--- config.mk ---
export PLATFORM = sky130hd
export DESIGN_NAME = seq_alu_flat
export DESIGN_NICKNAME = d
export VERILOG_FILES = /design/src/rtl/seq_alu_pkg.sv /design/src/rtl/seq_alu_if.sv /design/src/rtl/seq_multiplier.sv /design/src/rtl/seq_alu.sv /design/src/flat_wrapper.sv
export SDC_FILE = /design/constraint.sdc
export NUM_CORES = 1
export LEC_CHECK = 0
export CAP_MARGIN = 20
export CORE_UTILIZATION = 40
export CTS_BUF_LIST = sky130_fd_sc_hd__clkbuf_4 sky130_fd_sc_hd__clkbuf_8
export DETAILED_ROUTE_END_ITERATION = 10
export GPL_TIMING_DRIVEN = 0
export PLACE_DENSITY_LB_ADDON = 0.25
export SLEW_MARGIN = 20
export SYNTH_ARGS = -nofsm -noshare
export SYNTH_HDL_FRONTEND = slang
export SYNTH_SLANG_ARGS = --single-unit
--- constraint.sdc ---
create_clock -name i_clk -period 5.2 [get_ports i_clk]
set_input_delay 0.52 -clock i_clk [delete_from_list [all_inputs] [get_ports i_clk]]
set_output_delay 0.52 -clock i_clk [all_outputs]
set_load 0.01 [all_outputs]
--- src/rtl/seq_alu_pkg.sv ---
// Shared opcode and FSM state definitions for the sequential ALU.
package seq_alu_pkg;

   typedef enum logic [2:0] {
      ALU_FWD  = 3'b000,
      ALU_ADD  = 3'b001,
      ALU_AND  = 3'b010,
      ALU_OR   = 3'b011,
      ALU_MULT = 3'b100,
      ALU_SL   = 3'b101,
      ALU_SRA  = 3'b110,
      ALU_ROR  = 3'b111
   } alu_op_e;

   typedef enum logic {
      S_IDLE = 1'b0,
      S_EXEC = 1'b1
   } state_e;

   function automatic logic is_single_cycle(alu_op_e op);
      return op inside {ALU_FWD, ALU_ADD, ALU_AND, ALU_OR};
   endfunction

endpackage

--- src/rtl/seq_alu_if.sv ---
// Request/result bundle between the control unit (master) and the ALU (slave).
interface seq_alu_if #(parameter int WIDTH = 8);
   logic             start;
   logic [2:0]       select;
   logic [WIDTH-1:0] data1;
   logic [WIDTH-1:0] data2;
   logic             busy;
   logic             done;
   logic [WIDTH-1:0] result;
   logic             zero;
   logic             negative;
   logic             carry;
   logic             overflow;

   modport master (
      output start, select, data1, data2,
      input  busy, done, result, zero, negative, carry, overflow
   );

   modport slave (
      input  start, select, data1, data2,
      output busy, done, result, zero, negative, carry, overflow
   );
endinterface

--- src/rtl/seq_multiplier.sv ---
// Iterative signed shift-add multiplier: magnitudes are multiplied, sign applied at the end.
module seq_multiplier #(
   parameter int WIDTH = 8
) (
   input  logic             i_clk,
   input  logic             i_rst_n,
   input  logic             i_load,
   input  logic             i_step,
   input  logic [WIDTH-1:0] i_a,
   input  logic [WIDTH-1:0] i_b,
   output logic             o_last,
   output logic [WIDTH-1:0] o_result,
   output logic             o_ovf
);
   localparam int CNT_W = $clog2(WIDTH) + 1;

   logic [2*WIDTH-1:0] r_acc;
   logic [2*WIDTH-1:0] r_mcand;
   logic [WIDTH-1:0]   r_mplier;
   logic               r_sign;
   logic [CNT_W-1:0]   r_cnt;

   logic [WIDTH-1:0]   w_a_mag;
   logic [WIDTH-1:0]   w_b_mag;
   logic [2*WIDTH-1:0] w_acc_nxt;
   logic [2*WIDTH-1:0] w_prod;
   logic [WIDTH:0]     w_hi;

   // Negating the most-negative value yields 2^(WIDTH-1), which is the correct unsigned magnitude.
   assign w_a_mag   = i_a[WIDTH-1] ? -i_a : i_a;
   assign w_b_mag   = i_b[WIDTH-1] ? -i_b : i_b;
   assign w_acc_nxt = r_acc + (r_mplier[0] ? r_mcand : '0);
   assign w_prod    = r_sign ? -w_acc_nxt : w_acc_nxt;
   assign w_hi      = w_prod[2*WIDTH-1:WIDTH-1];

   assign o_last   = (r_cnt == CNT_W'(1));
   assign o_result = w_prod[WIDTH-1:0];
   assign o_ovf    = !((&w_hi) || (~|w_hi));

   always_ff @(posedge i_clk or negedge i_rst_n) begin
      if (!i_rst_n) begin
         r_acc    <= '0;
         r_mcand  <= '0;
         r_mplier <= '0;
         r_sign   <= 1'b0;
         r_cnt    <= '0;
      end else if (i_load) begin
         r_acc    <= '0;
         r_mcand  <= {{WIDTH{1'b0}}, w_a_mag};
         r_mplier <= w_b_mag;
         r_sign   <= i_a[WIDTH-1] ^ i_b[WIDTH-1];
         r_cnt    <= CNT_W'(WIDTH);
      end else if (i_step) begin
         r_acc    <= w_acc_nxt;
         r_mcand  <= r_mcand << 1;
         r_mplier <= r_mplier >> 1;
         r_cnt    <= r_cnt - CNT_W'(1);
      end
   end

endmodule

--- src/rtl/seq_alu.sv ---
// Registered ALU with single-cycle logic/add ops and multi-cycle multiply and bit-serial shifts.
//  state  | meaning
//  S_IDLE | waiting for start; single-cycle ops complete here
//  S_EXEC | multiply or shift iterating, one step per clock
module seq_alu
   import seq_alu_pkg::*;
#(
   parameter int WIDTH = 8
) (
   input  logic       i_clk,
   input  logic       i_rst_n,
   seq_alu_if.slave   io_alu
);
   localparam int CNT_W = $clog2(WIDTH) + 1;
   localparam int SH_W  = $clog2(WIDTH);

   state_e           r_state, w_state_nxt;
   alu_op_e          r_op, w_op_nxt, w_op_in;
   logic [WIDTH-1:0] r_shv, w_shv_nxt, w_shv_step;
   logic [CNT_W-1:0] r_cnt, w_cnt_nxt, w_e;
   logic [WIDTH-1:0] r_result, w_res;
   logic             r_zero, r_neg, r_carry, r_ovf, r_done;
   logic             w_commit, w_carry, w_ovf;
   logic [WIDTH:0]   w_sum;
   logic             w_mul_load, w_mul_step, w_mul_last, w_mul_ovf;
   logic [WIDTH-1:0] w_mul_res;

   function automatic logic [WIDTH-1:0] shift1(alu_op_e op, logic [WIDTH-1:0] v);
      case (op)
         ALU_SL:  return v << 1;
         ALU_SRA: return {v[WIDTH-1], v[WIDTH-1:1]};
         ALU_ROR: return {v[0], v[WIDTH-1:1]};
         default: return v;
      endcase
   endfunction

   seq_multiplier #(.WIDTH(WIDTH)) u_mult (
      .i_clk    (i_clk),
      .i_rst_n  (i_rst_n),
      .i_load   (w_mul_load),
      .i_step   (w_mul_step),
      .i_a      (io_alu.data1),
      .i_b      (io_alu.data2),
      .o_last   (w_mul_last),
      .o_result (w_mul_res),
      .o_ovf    (w_mul_ovf)
   );

   assign w_op_in    = alu_op_e'(io_alu.select);
   assign w_sum      = {1'b0, io_alu.data1} + {1'b0, io_alu.data2};
   assign w_shv_step = shift1(r_op, r_shv);

   // Shifting past WIDTH is pointless for SL/SRA, so the amount saturates; ROR wraps.
   always_comb begin
      w_e = '0;
      if (w_op_in == ALU_ROR)
         w_e = CNT_W'(io_alu.data2[SH_W-1:0]);
      else if (io_alu.data2 >= WIDTH'(WIDTH))
         w_e = CNT_W'(WIDTH);
      else
         w_e = CNT_W'(io_alu.data2);
   end

   always_comb begin
      w_state_nxt = r_state;
      w_op_nxt    = r_op;
      w_shv_nxt   = r_shv;
      w_cnt_nxt   = r_cnt;
      w_commit    = 1'b0;
      w_res       = r_result;
      w_carry     = 1'b0;
      w_ovf       = 1'b0;
      w_mul_load  = 1'b0;
      w_mul_step  = 1'b0;
      case (r_state)
         S_IDLE: begin
            if (io_alu.start) begin
               w_op_nxt = w_op_in;
               if (is_single_cycle(w_op_in)) begin
                  w_commit = 1'b1;
                  case (w_op_in)
                     ALU_ADD: begin
                        w_res   = w_sum[WIDTH-1:0];
                        w_carry = w_sum[WIDTH];
                        w_ovf   = (io_alu.data1[WIDTH-1] == io_alu.data2[WIDTH-1]) &&
                                  (w_sum[WIDTH-1] != io_alu.data1[WIDTH-1]);
                     end
                     ALU_AND: w_res = io_alu.data1 & io_alu.data2;
                     ALU_OR:  w_res = io_alu.data1 | io_alu.data2;
                     default: w_res = io_alu.data1;
                  endcase
               end else if (w_op_in == ALU_MULT) begin
                  w_mul_load  = 1'b1;
                  w_state_nxt = S_EXEC;
               end else if (w_e == '0) begin
                  w_commit = 1'b1;
                  w_res    = io_alu.data1;
               end else begin
                  w_shv_nxt   = io_alu.data1;
                  w_cnt_nxt   = w_e;
                  w_state_nxt = S_EXEC;
               end
            end
         end
         S_EXEC: begin
            if (r_op == ALU_MULT) begin
               w_mul_step = 1'b1;
               if (w_mul_last) begin
                  w_commit    = 1'b1;
                  w_res       = w_mul_res;
                  w_ovf       = w_mul_ovf;
                  w_state_nxt = S_IDLE;
               end
            end else begin
               w_shv_nxt = w_shv_step;
               w_cnt_nxt = r_cnt - CNT_W'(1);
               if (r_cnt == CNT_W'(1)) begin
                  w_commit    = 1'b1;
                  w_res       = w_shv_step;
                  w_state_nxt = S_IDLE;
               end
            end
         end
         default: w_state_nxt = S_IDLE;
      endcase
   end

   always_ff @(posedge i_clk or negedge i_rst_n) begin
      if (!i_rst_n)
         r_state <= S_IDLE;
      else
         r_state <= w_state_nxt;
   end

   always_ff @(posedge i_clk or negedge i_rst_n) begin
      if (!i_rst_n) begin
         r_op     <= ALU_FWD;
         r_shv    <= '0;
         r_cnt    <= '0;
         r_done   <= 1'b0;
         r_result <= '0;
         r_zero   <= 1'b1;
         r_neg    <= 1'b0;
         r_carry  <= 1'b0;
         r_ovf    <= 1'b0;
      end else begin
         r_op   <= w_op_nxt;
         r_shv  <= w_shv_nxt;
         r_cnt  <= w_cnt_nxt;
         r_done <= w_commit;
         if (w_commit) begin
            r_result <= w_res;
            r_zero   <= (w_res == '0);
            r_neg    <= w_res[WIDTH-1];
            r_carry  <= w_carry;
            r_ovf    <= w_ovf;
         end
      end
   end

   assign io_alu.busy     = (r_state == S_EXEC);
   assign io_alu.done     = r_done;
   assign io_alu.result   = r_result;
   assign io_alu.zero     = r_zero;
   assign io_alu.negative = r_neg;
   assign io_alu.carry    = r_carry;
   assign io_alu.overflow = r_ovf;

endmodule

--- src/flat_wrapper.sv ---
// flat-port wrapper written by rule: the top's interface ports become plain ports
module seq_alu_flat import seq_alu_pkg::*;
#(
   parameter int WIDTH = 8
)
  (i_clk, i_rst_n, io_alu_start, io_alu_select, io_alu_data1, io_alu_data2, io_alu_busy, io_alu_done, io_alu_result, io_alu_zero, io_alu_negative, io_alu_carry, io_alu_overflow);
  seq_alu_if #(.WIDTH(WIDTH)) io_alu_i ();
  input  logic i_clk;
  input  logic i_rst_n;
  input wire logic [$bits(io_alu_i.start)-1:0] io_alu_start;
  input wire logic [$bits(io_alu_i.select)-1:0] io_alu_select;
  input wire logic [$bits(io_alu_i.data1)-1:0] io_alu_data1;
  input wire logic [$bits(io_alu_i.data2)-1:0] io_alu_data2;
  output wire logic [$bits(io_alu_i.busy)-1:0] io_alu_busy;
  output wire logic [$bits(io_alu_i.done)-1:0] io_alu_done;
  output wire logic [$bits(io_alu_i.result)-1:0] io_alu_result;
  output wire logic [$bits(io_alu_i.zero)-1:0] io_alu_zero;
  output wire logic [$bits(io_alu_i.negative)-1:0] io_alu_negative;
  output wire logic [$bits(io_alu_i.carry)-1:0] io_alu_carry;
  output wire logic [$bits(io_alu_i.overflow)-1:0] io_alu_overflow;
  assign io_alu_i.start = io_alu_start;
  assign io_alu_i.select = io_alu_select;
  assign io_alu_i.data1 = io_alu_data1;
  assign io_alu_i.data2 = io_alu_data2;
  assign io_alu_busy = io_alu_i.busy;
  assign io_alu_done = io_alu_i.done;
  assign io_alu_result = io_alu_i.result;
  assign io_alu_zero = io_alu_i.zero;
  assign io_alu_negative = io_alu_i.negative;
  assign io_alu_carry = io_alu_i.carry;
  assign io_alu_overflow = io_alu_i.overflow;
  seq_alu #(.WIDTH(WIDTH)) u_core (.i_clk(i_clk), .i_rst_n(i_rst_n), .io_alu(io_alu_i));
endmodule
==> results.json <==
{
  "initial_core_util_pct": 41.0,
  "synthArstFlopShare_pct": 100,
  "rows": 44,
  "cpLargestDelayFamily": "compound AO/OA/AOI/OAI gates",
  "hold_viol_final": 0,
  "worst_pin_slew_ns": 0.782,
  "cts_setup_buffers": 0,
  "cp_max_fo": 10,
  "clockPowerShare_pct": 11.7,
  "syn_inst": 713,
  "powerDensity_nw_per_um2": 540,
  "finalCriticalPeriod_ns": 4.27,
  "nFillCells": 1452,
  "yosys.area_share.xor_xnor_pct": 4.83,
  "syn2layout_area_growth_pct": 12.7,
  "criticalPathCategory": "register to register",
  "hold_path.class": "input port to asynchronous set/reset pin",
  "cp-start-kind": "register",
  "grt_start_max_net_pins": 42,
  "finalCritPeriodShare_pct": 82.2,
  "drtAntennaViolNets": 0,
  "swShare_pct": 49.3,
  "drcViolationCount": 0,
  "cts_root_buf": "clkbuf_8",
  "clkTransAtPathRegs_ns": 0.09,
  "place_congestion": 0.955,
  "ys_ff_latch": 73,
  "vias": 5813,
  "clk_path_buf_depth": 2,
  "seqPwrFrac_pct": 27.5,
  "grt_antenna_before_repair": 0,
  "core_sq_um": 14600,
  "drt_pass1_iterations": 5,
  "crit_path_max_incr_delay_ns": 0.65,
  "max_slew_margin_pct": 47.2,
  "hold_buffers": 0,
  "pwr-share-comb_pct": 60.8,
  "synth_compound_area_share_pct": 29.8,
  "nets": 820,
  "yosys.area_share.simple_pct": 18.8,
  "outcome": "complete, no violations",
  "avgSynthCellArea_sq_um": 8.40,
  "avgRoutedWirePerCell_microns": 19.5,
  "synth_top_family_by_area": "compound AO/OA/AOI/OAI gates",
  "critPathLaunch": "u_core.u_mult.r_mplier[0]",
  "htreeDepth": 3,
  "num_io_pins": 36,
  "fin_cells": 947,
  "final_common_cell": "dfrtp_1",
  "fin_skew_ns": 0.00927,
  "cp_num_buf_inv": 2,
  "die_h_microns": 124,
  "slowest_stage": "o311ai_1",
  "multiInputGateArea_sq_um": 3880,
  "ys_seq_area_share_pct": 30.5,
  "crit_chain": "clkbuf_1 > and2_1 > ha_1 > clkbuf_1 > a2111oi_1 > o21ai_1 > a2111oi_2 > nor2_1 > o311ai_1 > o31ai_1 > xnor2_1 > a2111oi_2 > a211oi_1",
  "p_int_mw": 1.85,
  "crit_arrival_ns": 4.53,
  "design.die.area_sq_um": 15500,
  "cts_resized": 0,
  "synth_fp_nets": 775,
  "layout_common_cells": "72 x dfrtp_1, 66 x nand2_1, 57 x o21ai_0, 53 x nor2_1",
  "placedCellCount": 931,
  "grt_setup_unrepaired": "false",
  "io_buffers": 33,
  "synthAdderAreaFrac_pct": 8.61,
  "slew_viol_final": 0,
  "cts_tree": "done",
  "cap_violations": 0,
  "clock-sinks": 73,
  "p_leak_nw": 2.93,
  "cts_buffers": 9,
  "muxShareOfSynthArea_pct": 2.76,
  "grt_pass1_wl_microns": 30100,
  "routed_wl_microns": 18500,
  "final.setup.tns_ns": 0,
  "power.switching_mw": 1.80,
  "grtUsageTotal_pct": 24.6,
  "cp.required_ns": 5.45,
  "synth_area_leader_cell": "dfrtp_1",
  "synth.area.top_cells": "dfrtp_1 30%, ha_1 7.9%, o21ai_0 4.8%",
  "first_global_vias": 5678,
  "ir_drop_mv": 0.154,
  "setup_viol": 0,
  "grt_overflow": 0,
  "drive_gt1_share_pct": 5.77,
  "worstReg2RegStart": "u_core.u_mult.r_mplier[0]",
  "viasPerCell": 6.14,
  "clk_latency_ns": 0.38,
  "setup.worst_path.end_class": "register",
  "drtIter0Drc": 556,
  "diodes": 0,
  "clock.fmax_ghz": 0.234,
  "seq_area_sq_um": 1830,
  "ys_warn_count": 0,
  "syn-cell-area_sq_um": 5990,
  "dp_hpwl_microns": 14600,
  "synth.distinct_cells": 76,
  "synth-edff-count": 0,
  "ys_dominant_reg_cell": "dfrtp_1",
  "die_x_microns": 124,
  "synth_top_area_share_pct": 30.1
}
==> sequential cells by signal, indices dropped and copies added, names as in the netlist <==
signal                  flops
u_core.io_alu.busy          1
u_core.io_alu.carry         1
u_core.io_alu.done          1
u_core.io_alu.negative      1
u_core.io_alu.overflow      1
u_core.io_alu.result        7
u_core.io_alu.zero          1
u_core.r_cnt                4
u_core.r_op                 3
u_core.r_shv                8
u_core.u_mult.r_acc        16
u_core.u_mult.r_cnt         4
u_core.u_mult.r_mcand      16
u_core.u_mult.r_mplier      8
u_core.u_mult.r_sign        1
==> power groups by stage <==
| stage | clock [mW] | sequential (mW) | combinational, mW |
|---|---|---|---|
| 2_1_floorplan | 0 | 0.961 | 1.55 |
| 3_3_place_gp | 0 | 0.998 | 2.10 |
| 3_5_place_dp | 0 | 1.01 | 2.16 |
| 4_1_cts | 0.432 | 0.998 | 2.18 |
| 5_1_grt | 0.453 | 1.03 | 2.45 |
| 6_report | 0.425 | 1.00 | 2.22 |
==> Yosys cell counts, types with 4 or more instances <==
library cell,count
nor3_1,9
o21bai_1,5
dfrtp_1,72
o221ai_1,6
inv_1,40
xnor2_1,22
nand3_1,15
a31o_2,6
a22o_1,18
and2_1,25
a21o_1,8
o211ai_1,10
o22ai_1,7
ha_1,38
and3_1,4
o21a_1,4
a22oi_1,13
a211oi_1,8
o31ai_1,6
a211o_1,4
nor4_1,8
o21ai_1,4
xor2_1,11
nand2_1,66
a21oi_1,40
o21ai_0,57
nand2b_1,11
clkbuf_1,29
nor2_1,53
or3_1,10
mux2i_1,12
a31oi_1,15
o211a_1,4
==> kinds of logic (layout without fill, tap and decap cells) <==
logic type                 count (synthesis)  count (layout)
xor gates and xnor gates                  33              33
muxes                                     15              15
adders and majority gates                 40              40
buffers and inverters                     74             124
and+or+nand+nor                          224             224
AOI/OAI and AO/OA                        254             254
DFF                                       73              73
==> layer usage <==
| metal | wire (microns) | global-route usage [%] |
|---|---|---|
| met1 | 8600 | 34.4 |
| met2 | 8170 | 37.8 |
| met3 | 1330 | 4.68 |
| met4 | 409 | 8.72 |
| met5 | 0 | 0 |
==> worst reg2reg max path, cell delays in order (launching register included) <==
cell,delay [ns]
dfrtp_1,0.49
clkbuf_1,0.38
and2_1,0.19
ha_1,0.22
clkbuf_1,0.19
a2111oi_1,0.50
o21ai_1,0.22
a2111oi_2,0.50
nor2_1,0.10
o311ai_1,0.65
o31ai_1,0.21
xnor2_1,0.19
a2111oi_2,0.24
a211oi_1,0.08
==> path summary, 6_finish.rpt <==
check | end | slack [ns] | depth (start not counted)
hold / removal | u_core.u_mult.r_acc[12] | 0.09 | 1
setup / recovery | u_core.io_alu.overflow | 0.93 | 13
min in group i_clk | u_core.io_alu.zero | 0.48 | 2
setup reg to reg | u_core.io_alu.overflow | 0.93 | 13
max in group asynchronous | u_core.u_mult.r_mcand[5] | 4.53 | 2
hold reg to reg | u_core.io_alu.zero | 0.48 | 2
==> per-stage QoR <==
stage | area [sq um] | worst slack, ns | total power, mW | hold slack (ns) | util (%)
after floorplan | 5990 | 1.51 | 2.51 | 0.224 | -
after global placement | 6550 | 1.00 | 3.10 | 0.466 | 44.9
after detailed placement | 6570 | 0.959 | 3.17 | 0.471 | 45.0
after CTS | 6740 | 0.968 | 3.61 | 0.0934 | 46.2
after global routing | 6750 | 0.470 | 3.93 | 0.119 | 46.3
final | 6750 | 0.927 | 3.64 | 0.0875 | 46.3
==> area by class of cell <==
type	instances	area share [%]
buffer	33	1.89
clock buffer	10	1.95
clock inverter	6	0.649
inverter	41	2.28
multi-input combinational	566	57.6
sequential	73	27.1
tap	184	3.41
timing repair buffer	34	5.15
Power figures use the tool's default switching activity.
